`src/rtl/mac_pkg.sv`:
```
// Shared definitions for the dot-product MAC: FSM encoding, lane-sum width
// and the accumulator clamp bounds.
package mac_pkg;

    typedef enum logic {
        S_ACC = 1'b0,
        S_OUT = 1'b1
    } state_e;

    // Widest accumulator the clamp-bound functions can describe.
    localparam int MAX_ACC_W = 128;

    // Width that holds the sum of LANES full-width products without loss.
    function automatic int sum_width(input int data_w, input int lanes);
        return 2 * data_w + $clog2(lanes);
    endfunction

    function automatic logic [MAX_ACC_W-1:0] clamp_max(input int acc_w, input int is_signed);
        logic [MAX_ACC_W-1:0] ones;
        ones = '1;
        if (is_signed != 0) begin
            return ones >> (MAX_ACC_W - acc_w + 1);
        end
        return ones >> (MAX_ACC_W - acc_w);
    endfunction

    function automatic logic [MAX_ACC_W-1:0] clamp_min(input int acc_w, input int is_signed);
        logic [MAX_ACC_W-1:0] v;
        v = '0;
        if (is_signed != 0) begin
            v[acc_w-1] = 1'b1;
        end
        return v;
    endfunction

endpackage

```
`src/rtl/mac_lane_sum.sv`:
```
// Combinational product/adder tree: sums LANES products of in_a[i]*in_b[i]
// at full width, treating operands as two's complement when SIGNED != 0.
module mac_lane_sum
    import mac_pkg::*;
#(
    parameter int DATA_W = 8,
    parameter int LANES  = 4,
    parameter int SIGNED = 0,
    localparam int SUM_W = sum_width(DATA_W, LANES)
) (
    input  logic [LANES*DATA_W-1:0] in_a,
    input  logic [LANES*DATA_W-1:0] in_b,
    output logic [SUM_W-1:0]        beat_sum
);

    logic [SUM_W-1:0] a_ext;
    logic [SUM_W-1:0] b_ext;
    logic [SUM_W-1:0] sum_v;

    function automatic logic [SUM_W-1:0] extend(input logic [DATA_W-1:0] v);
        return {{(SUM_W-DATA_W){(SIGNED != 0) && v[DATA_W-1]}}, v};
    endfunction

    // Operands are widened before multiplying so the truncated product is exact.
    always_comb begin
        a_ext = '0;
        b_ext = '0;
        sum_v = '0;
        for (int i = 0; i < LANES; i++) begin
            a_ext = extend(in_a[i*DATA_W +: DATA_W]);
            b_ext = extend(in_b[i*DATA_W +: DATA_W]);
            sum_v = sum_v + a_ext * b_ext;
        end
        beat_sum = sum_v;
    end

endmodule

```
`src/rtl/dot_product_mac.sv`:
```
// Streaming dot-product MAC: accumulates lane sums per beat with saturation
// and presents the vector result through a valid/ready output handshake.
module dot_product_mac
    import mac_pkg::*;
#(
    parameter int DATA_W = 8,
    parameter int LANES  = 4,
    parameter int ACC_W  = 24,
    parameter int SIGNED = 0
) (
    input  logic                    clk,
    input  logic                    reset,
    input  logic                    in_valid,
    output logic                    in_ready,
    input  logic [LANES*DATA_W-1:0] in_a,
    input  logic [LANES*DATA_W-1:0] in_b,
    input  logic                    in_last,
    output logic                    out_valid,
    input  logic                    out_ready,
    output logic [ACC_W-1:0]        out_data,
    output logic                    out_sat
);

    localparam int SUM_W = sum_width(DATA_W, LANES);
    localparam logic [MAX_ACC_W-1:0] MAX_WIDE = clamp_max(ACC_W, SIGNED);
    localparam logic [MAX_ACC_W-1:0] MIN_WIDE = clamp_min(ACC_W, SIGNED);
    localparam logic [ACC_W-1:0] ACC_MAX = MAX_WIDE[ACC_W-1:0];
    localparam logic [ACC_W-1:0] ACC_MIN = MIN_WIDE[ACC_W-1:0];

    state_e           state_q;
    state_e           state_d;
    logic [ACC_W-1:0] acc_q;
    logic [ACC_W-1:0] acc_d;
    logic             sat_q;
    logic             sat_d;
    logic [ACC_W-1:0] out_data_q;
    logic [ACC_W-1:0] out_data_d;
    logic             out_sat_q;
    logic             out_sat_d;

    logic [SUM_W-1:0] beat_sum;
    logic [ACC_W:0]   acc_ext;
    logic [ACC_W:0]   sum_ext;
    logic [ACC_W:0]   total;
    logic [ACC_W-1:0] clamped;
    logic             clamp_hit;

    mac_lane_sum #(
        .DATA_W (DATA_W),
        .LANES  (LANES),
        .SIGNED (SIGNED)
    ) u_lane_sum (
        .in_a     (in_a),
        .in_b     (in_b),
        .beat_sum (beat_sum)
    );

    // One guard bit above ACC_W is enough: both addends already fit in ACC_W.
    always_comb begin
        acc_ext   = {(SIGNED != 0) && acc_q[ACC_W-1], acc_q};
        sum_ext   = {{(ACC_W+1-SUM_W){(SIGNED != 0) && beat_sum[SUM_W-1]}}, beat_sum};
        total     = acc_ext + sum_ext;
        clamped   = total[ACC_W-1:0];
        clamp_hit = 1'b0;
        if (SIGNED != 0) begin
            if (total[ACC_W] != total[ACC_W-1]) begin
                clamp_hit = 1'b1;
                clamped   = total[ACC_W] ? ACC_MIN : ACC_MAX;
            end
        end else if (total[ACC_W]) begin
            clamp_hit = 1'b1;
            clamped   = ACC_MAX;
        end
    end

    always_comb begin
        state_d    = state_q;
        acc_d      = acc_q;
        sat_d      = sat_q;
        out_data_d = out_data_q;
        out_sat_d  = out_sat_q;
        case (state_q)
            S_ACC: begin
                if (in_valid) begin
                    acc_d = clamped;
                    sat_d = sat_q | clamp_hit;
                    if (in_last) begin
                        out_data_d = clamped;
                        out_sat_d  = sat_q | clamp_hit;
                        state_d    = S_OUT;
                    end
                end
            end
            S_OUT: begin
                if (out_ready) begin
                    state_d = S_ACC;
                    acc_d   = '0;
                    sat_d   = 1'b0;
                end
            end
            default: state_d = S_ACC;
        endcase
    end

    always_ff @(posedge clk) begin
        if (!reset) begin
            state_q    <= S_ACC;
            acc_q      <= '0;
            sat_q      <= 1'b0;
            out_data_q <= '0;
            out_sat_q  <= 1'b0;
        end else begin
            state_q    <= state_d;
            acc_q      <= acc_d;
            sat_q      <= sat_d;
            out_data_q <= out_data_d;
            out_sat_q  <= out_sat_d;
        end
    end

    assign in_ready  = (state_q == S_ACC);
    assign out_valid = (state_q == S_OUT);
    assign out_data  = out_data_q;
    assign out_sat   = out_sat_q;

endmodule
```
`config.mk`:
```
export PLATFORM = sky130hd
export DESIGN_NAME = dot_product_mac
export DESIGN_NICKNAME = d
export VERILOG_FILES = /design/src/rtl/mac_pkg.sv /design/src/rtl/mac_lane_sum.sv /design/src/rtl/dot_product_mac.sv
export SDC_FILE = /design/constraint.sdc
export NUM_CORES = 1
export LEC_CHECK = 0
export CAP_MARGIN = 10
export CORE_ASPECT_RATIO = 2
export CORE_UTILIZATION = 40
export CTS_BUF_LIST = sky130_fd_sc_hd__clkbuf_8
export CTS_CLUSTER_DIAMETER = 100
export DETAILED_ROUTE_END_ITERATION = 6
export DONT_BUFFER_PORTS = 1
export PLACE_DENSITY = 0.51
export SETUP_SLACK_MARGIN = 0.1
export SYNTH_ARGS = -nofsm -noshare
export SYNTH_HDL_FRONTEND = slang
export SYNTH_SLANG_ARGS = --single-unit
```
`constraint.sdc`:
```
create_clock -name clk -period 11.4 [get_ports clk]
set_input_delay 1.71 -clock clk [delete_from_list [all_inputs] [get_ports clk]]
set_output_delay 1.71 -clock clk [all_outputs]
set_load 0.01 [all_outputs]
```
# Yosys cells after proc, flatten, opt, wreduce, memory -nomap -nowiden
# Index checks and enable logic that the tools add are counted.
# op_classes
n_addsub	4
mul	4
eq_ne	2
n_mux	12
n_bitwise	2
n_reduce_logical	2
# ops
cell	count
$mux 24	3
$mul 8x8->16	4
$pmux 24 s2	1
$add 18x16->18	2
$add 24x18->25	1
$add 16x16->17	1
$mux 1	6
$ne 2x2->1 const B	2
$pmux 1 s2	2
$reduce_and 3->1	1
$reduce_and 2->1	1
$not 1->1	1
$or 1x1->1	1
# word_totals
register_bits	51
inputBits	69
out_inout_bits	27
word_cells	31

# Depth between registers and ports, before layout
# Gate-level depths: netlist of run 1.
# logic_depth
word_depth	9
mapped_depth	41
mapped_depth_nobuf	39

# By module
# Synthesis of run 1 repeated with hierarchy kept, for this count alone.
# unflattened
cells_unflattened	1341
hier_area_um2	11995.3
# by_module_without_submodules
module	instances	cells_each	area_each_um2	seq_area_each_um2
mac_lane_sum	1	984	9130.0	0.0
dot_product_mac	1	357	2865.2	1021.0

# Worst setup path after synthesis of run 1
# OpenSTA, ideal clock, no wires.
# synth_path
path_type	input to register
from	in in_b[4]
to	reg acc_q[22]
setup_time_ns	0.074
arrival_ns	10.492
required_ns	11.326
slack_ns	0.834
stages	37
n_path_buf	0
path_cell_list	and2_1 fa_1 inv_1 fa_1 inv_1 fa_1 fa_1 fa_1 inv_1 fa_1 inv_1 ha_1 a21o_1 a21oi_1 nand2_1 xor2_1 ha_1 fa_1 inv_1 fa_1 fa_1 inv_1 ha_1 a21oi_1 o21ai_0 nor4_1 a21oi_1 o21a_1 nor2_1 xnor2_1 ha_1 and2_1 a21oi_1 or2_2 o31a_1 or3_1 a31oi_1
# synth_via
elab_chain_len	8
# synth_lines
element	line_no	source
start, declared	dot_product_mac.sv:16	input logic [LANES*DATA_W-1:0] in_b,
$mul 8x8->16	mac_lane_sum.sv:32	sum_v = sum_v + a_ext * b_ext;
$add 16x16->17	mac_lane_sum.sv:32	
$add 18x16->18 (2 in a row)	mac_lane_sum.sv:32	
$add 24x18->25	dot_product_mac.sv:62	total = acc_ext + sum_ext;
$mux 24	dot_product_mac.sv:70	end else if (total[ACC_W]) begin
$mux 24	dot_product_mac.sv:84	if (in_valid) begin
$pmux 24 s2	dot_product_mac.sv:82	case (state_q)
end signal, assigned	dot_product_mac.sv:108	acc_q <= '0;
end signal, assigned	dot_product_mac.sv:114	acc_q <= acc_d;
end, declared	dot_product_mac.sv:32	logic [ACC_W-1:0] acc_q;
# No other way between the ends. The select of a mux whose other input is x is not followed.
# A chain may end at the register's enable or synchronous reset.

# Final worst setup path of run 1
# layout_path
from	in in_a[5]
to	reg acc_q[21]
# layout_via
elab_chain_len	8
# layout_lines
element	line_no	source
start, declared	dot_product_mac.sv:15	input logic [LANES*DATA_W-1:0] in_a,
$mul 8x8->16	mac_lane_sum.sv:32	
$add 16x16->17	mac_lane_sum.sv:32	
$add 18x16->18 (2 in a row)	mac_lane_sum.sv:32	
$add 24x18->25	dot_product_mac.sv:62	
$mux 24	dot_product_mac.sv:70	
$mux 24	dot_product_mac.sv:84	
$pmux 24 s2	dot_product_mac.sv:82	
# No other way between the ends. The select of a mux whose other input is x is not followed.

==> results summary, run 1 <==
The synthesized area per cell is 8.72 um2. The count of buffers added on input and output ports is 0. The weighted congestion at the end of routability-driven global placement is 0.803.

The first global-routing pass estimated 49700 um of wire. The initial antenna violation count is 0. Clock latency on the worst-skew pair, taken at its later pin, is 0.32 ns.

The critical path's largest stage delay came out at 0.59 ns. For the pin with the worst max-slew slack, the measured transition is 1.07 ns. The post-route antenna net violation count is 0. The routed design has 30100 um of wire. The worst setup path is captured at a flop. The tree is rooted in a sky130_fd_sc_hd__clkbuf_8. Row generation in the floorplan step produced 89 rows. After detailed routing, the met3 layer carries 865 um of wire.

Clock skew on the completed layout was measured at 0.00946 ns. The number of buffers on the longest clock path is 2. STA puts the critical path data arrival time at 10.97 ns. The data required time at the worst endpoint is 11.62 ns. The full die area is 30900 um2.

Setup repair after global routing left no endpoint under its margin. The proportion of synthesized flip-flops having asynchronous set or reset came out at 0%. Synthesis instantiated 61 different standard cells from the library.

The worst setup path is launched from an input pin. The detail-routed net length per standard cell is 17.3 um. The run finished with clean final reports. After detailed routing, no signal wire sits above met4. The number of global-route vias before repair came to 9852.

The height of the die is 247 um. The clock tree from TritonCTS is yes. The synthesized cell area is 12000 um2. The worst pin sits at a relative slew slack of 28.4%. The first routing iteration left 277 violations. The DRC violation count after routing is 0. The number of clock sinks came out at 51. The global-route usage over all layers is 20.4%. The max-capacitance violation count came out at 0.

The number of register bits inferred by synthesis came out at 51. When the netlist entered floorplanning its net count stood at 1815. The library cells used most frequently in the layout, excluding fill and tap cells, are sky130_fd_sc_hd__inv_1, sky130_fd_sc_hd__fa_1, sky130_fd_sc_hd__nand2_1. The final route contains 9010 vias. The met2 wirelength from detailed routing is 18400 um.

The maximum clock frequency is 0.0930 GHz. The part of the Yosys area used for sequential elements came out at 8.48%. The level count of the clock H-tree is 2. Summed over all failing endpoints, the final setup total negative slack is 0 ns. The clock transition at the registers of the reported paths is 0.10 ns.

The total clock buffers created by CTS came out at 5. The remaining global-route overflow is 0. 96 I/O pins were placed.

The slowest library cell on the worst path is sky130_fd_sc_hd__or4_1. The initial utilization of the core area, before any placement, comes to 40.8%. The region available for standard cell placement spans 29500 um2. The fraction of the cycle the final worst path needs is 94.3%. The number of synthesized flops with an enable pin came out at 0.

The largest fanout of any net on the critical path is 8. For this run, the post-layout net count is 1811. After detailed routing, the wire length on met1 is 10100 um. The type of the worst setup path is in2reg.

The layout-stage area growth over the synthesis result is 5.04%. The post-detailed-route via-to-cell ratio came out at 5.17. The min-delay analysis places its worst path in the category reg2reg. The maximum number of pins on one net before global-route repair is 41. The final setup violation count came out at 0. 0 antenna diodes ended up in the layout. For this run, the leading register cell type out of synthesis is sky130_fd_sc_hd__dfxtp_1.

The library cell used most frequently in the layout, excluding fill and tap cells, is sky130_fd_sc_hd__inv_1. The cell count after synthesis is 1381. The first detailed-routing pass ran for 6 iterations. The shortest clock period the worst path allows after layout is 10.75 ns.

The detailed placement HPWL came out at 27300 um. The layout cell share with drive strength beyond 1 came out at 2.61%. The number of pins with negative max-slew slack in the final report came out at 0.

The Yosys warning count came out at 0. The total setup buffers inserted after CTS is 0. Among the stages of the critical path, the cell type that occurs most often is sky130_fd_sc_hd__fa_1. The count of final hold-check violations is 0.

The width of the chip is 125 um.
## worst max-delay path: cells and delay by family
family,cells,cell delay (ns)
adders and majority gates,13,5.63
and+or+nand+nor,8,1.98
AOI/OAI and AO/OA,7,1.11
xor gates and xnor gates,2,0.34
buffers and inverters,3,0.18
## registers in the layout, summed over array words and instances (netlist names)
name       count
acc_q         24
out_data      24
out_sat        1
out_valid      1
sat_q          1
## final cells by class
type                       count  area (um2)
sequential                    51        1020
timing repair buffer           8        72.6
inverter                     284        1070
multi-input combinational   1027        9920
clock buffer                   5        68.8
clock inverter                 3        46.3
tap                          364         455
fill                        3008       16900
## cell families after synthesis
group	after synthesis	synth area share (%)
and+or+nand+nor	430	18.0
adders and majority gates	365	51.1
buffers and inverters	303	9.46
AOI/OAI and AO/OA	191	9.99
DFF	51	8.48
xor gates and xnor gates	40	2.91
muxes	1	0.0831
## routing by layer
layer  vias to the layer above  global-route usage (%)
met2                       151                    44.5
met3                        47                    2.16
met4                         0                    5.14
met1                      4479                    19.2
li1                       4333                       -
met5                         -                       0
## final timing paths
path,start,endpoint,slack [ns],cells after the start
hold / removal,sat_q,sat_q,0.47,2
setup reg to reg,acc_q[0],out_data[23],8.46,10
setup / recovery,in_a[5],acc_q[21],0.65,33
hold reg to reg,sat_q,sat_q,0.47,2
## synthesized netlist by cell type, types with 6 or more instances
master | instances | area [um2]
sky130_fd_sc_hd__xnor2_1 | 23 | 201
sky130_fd_sc_hd__and2_1 | 154 | 963
sky130_fd_sc_hd__nor2_1 | 41 | 154
sky130_fd_sc_hd__clkbuf_1 | 16 | 60.1
sky130_fd_sc_hd__nand3_1 | 12 | 60.1
sky130_fd_sc_hd__a31oi_1 | 12 | 75.1
sky130_fd_sc_hd__o21bai_1 | 6 | 45.0
sky130_fd_sc_hd__o21a_1 | 10 | 75.1
sky130_fd_sc_hd__dfxtp_1 | 51 | 1020
sky130_fd_sc_hd__xor2_1 | 17 | 149
sky130_fd_sc_hd__nand2_1 | 157 | 589
sky130_fd_sc_hd__a21o_1 | 17 | 128
sky130_fd_sc_hd__o21ai_0 | 50 | 250
sky130_fd_sc_hd__ha_1 | 154 | 1930
sky130_fd_sc_hd__fa_1 | 211 | 4220
sky130_fd_sc_hd__a21oi_1 | 62 | 310
sky130_fd_sc_hd__inv_1 | 283 | 1060
sky130_fd_sc_hd__nor3_1 | 33 | 165
## per-stage QoR
| stage | cells | hold slack (ns) | setup slack (ns) | instance area [um2] | util, % |
|---|---|---|---|---|---|
| 2_1_floorplan | 1381 | 0.436 | 0.834 | 12000 | - |
| 3_3_place_gp | 1734 | 0.446 | 0.210 | 12500 | 42.4 |
| 3_5_place_dp | 1734 | 0.452 | 0.163 | 12500 | 42.4 |
| 4_1_cts | 1742 | 0.466 | 0.488 | 12600 | 42.8 |
| 5_1_grt | 1742 | 0.493 | 0.130 | 12700 | 42.9 |
| 6_report | 1742 | 0.466 | 0.649 | 12700 | 42.9 |
## what timing repair did
item | CTS | global route
gates resized for setup | 0 | 7
hold endpoints to repair | 0 | 0
hold buffers | 0 | 0
setup endpoints to repair | 0 | 21
Power of run 1 is left out: the tool's default activity adds up to more than one toggle a clock period on the data nets, which glitch-free logic cannot reach.
==> run 2: changes to the inputs <==
CAP_MARGIN = unset   (was 10)
CORE_MARGIN = 3   (was unset)
CORE_UTILIZATION = 60   (was 40)
PLACE_DENSITY = 0.73   (was 0.51)
==> results summary, run 2 (synthesis gave the netlist of run 1 again) <==
The maximum number of pins on one net before global-route repair came out at 38. The full die area is 21900 um2. The number of global-route vias before repair is 10147. The maximum clock frequency came out at 0.0923 GHz. Among the stages of the critical path, the cell type that occurs most often is sky130_fd_sc_hd__fa_1.

For this run, the total global-route usage over all layers was measured as 27.9%. The layout-stage area growth over the synthesis result came out at 4.36%. From left edge to right edge, the die measures 106 um.

In this run, post-CTS hold repair placed 0 buffers. In this run the tool buffered the top-level ports with 0 buffer cells. The root cell of the clock tree is sky130_fd_sc_hd__clkbuf_8. The clock network latency to the later pin of the worst-skew pair is 0.32 ns. The area of combinational cells with multiple inputs came out at 9960 um2. The sequential cells in the finished layout cover a total of 1020 um2. The slowest library cell on the worst path is sky130_fd_sc_hd__fa_1.

The launch point of the worst reg-to-reg path is acc_q[0]. The hold path depth is 2. The number of pins with negative max-slew slack in the final report came out at 0. The region available for standard cell placement spans 19500 um2.

The number of filler instances in the final layout is 1718. For this configuration, the core starts out at a cell density of 61.6%. After detailed routing, the number of remaining DRC violations is 0. The max-capacitance violation count came out at 0. The worst setup path is launched from an input pin.

The detailed placement HPWL is 26000 um. Pin placement for this block handled 96 I/O pins. The count of final hold-check violations came out at 0. The number of buffers on the longest clock path is 2. The type of the worst setup path is in2reg.

The first detailed-routing pass ran for 5 iterations. The remaining global-route overflow came out at 0. The number of rows created at floorplan came out at 72. In the final timing run, aggregate negative setup slack is 0 ns. The shortest clock period the worst path allows after layout came out at 10.83 ns.

Tracing the worst setup path back leads to its startpoint at in_a[13]. The class of the tightest hold or removal check is reg2reg. The initial antenna violation count came out at 0. The first global-routing pass estimated 48500 um of wire. Setup violations remaining at the end of the flow were counted as 0. The fraction of the cycle the final worst path needs is 95.0%. The detailed router's first-iteration violation count is 475.

The clock transition at the registers of the reported paths came out at 0.11 ns. The antenna diode count is 0. Leaving out fill and tap cells, the most frequent cells in the layout are sky130_fd_sc_hd__inv_1, sky130_fd_sc_hd__fa_1, sky130_fd_sc_hd__nand2_1. The post-route antenna net violation count came out at 0.

The height of the die is 206 um. The arrival time of the worst setup path came out at 11.05 ns. Data on the critical path is required at its endpoint by 11.62 ns. Dividing the detail-routed via count by the number of cells gives 5.61.

The worst max-slew margin expressed relative to the limit is 32.5%. The final net count came out at 1813. In the final routed layout, each cell accounts on average for 18.0 um.

The clock drives 51 sinks. The total number of vias is 9199. The worst-case reg-to-reg path depth came out at 11. TritonCTS built the clock tree.

Setup repair after global routing left no endpoint under its margin. The transition time at the pin with the least slew margin came out at 1.01 ns. Along the worst path, the maximum fanout reaches 19. The critical hold path startpoint is acc_q[3].

Leaving out fill and tap cells, the most frequent cell in the layout is sky130_fd_sc_hd__inv_1. The run finished with clean final reports. The final wirelength came out at 29500 um. The final setup skew is 0.0127 ns. The critical path's largest stage delay is 0.54 ns. The level count of the clock H-tree is 2.

The layout cell share with drive strength beyond 1 came out at 3.04%. The total clock buffers created by CTS came out at 5. The weighted congestion at the end of routability-driven global placement came out at 0.906. The worst setup path is captured at a flop.
## run 2: final timing paths
path	to	slack [ns]
max	acc_q[19]	0.57
min	acc_q[3]	0.47
max reg2reg	out_data[13]	8.33
min reg2reg	acc_q[3]	0.47
## run 2: critical path: cells and delay by family
family	cells	cell delay, ns
adder cells (fa/ha/maj)	13	5.77
AO/OA/AOI/OAI	8	1.33
buffers and inverters	7	0.49
XOR/XNOR	1	0.19
AND/OR/NAND/NOR	9	1.57
## run 2: routing by layer
layer	global-route usage [%]	wire length [um]	vias to the layer above
met5	0	0	-
met4	15.1	1700	0
met3	3.22	983	86
met2	55.3	17000	220
met1	27.4	9830	4551
li1	-	-	4342
## run 2: timing repair
| item | 4_1_cts | 5_1_grt |
|---|---|---|
| setup endpoints to repair | 0 | 50 |
| setup buffers | 0 | 1 |
| resized for setup | 0 | 14 |
## run 2: stage by stage
stage	setup slack, ns	instances	cell area [um2]	hold slack (ns)	utilization, %
2_1_floorplan	0.834	1381	12000	0.436	-
3_3_place_gp	0.158	1629	12400	0.448	63.3
3_5_place_dp	0.00669	1629	12400	0.454	63.3
4_1_cts	0.337	1637	12500	0.469	63.8
5_1_grt	0.0874	1639	12600	0.494	64.3
6_report	0.569	1639	12600	0.469	64.3
## run 2: layout make-up
| cell class | instances | share of cell area, % |
|---|---|---|
| Clock inverter | 3 | 0.179 |
| Inverter | 284 | 8.48 |
| Sequential cell | 51 | 8.12 |
| Multi-Input combinational cell | 1027 | 79.3 |
| Clock buffer | 5 | 0.547 |
| Timing Repair Buffer | 10 | 0.836 |
| Tap cell | 259 | 2.58 |
Power of run 2 is left out for the same reason.
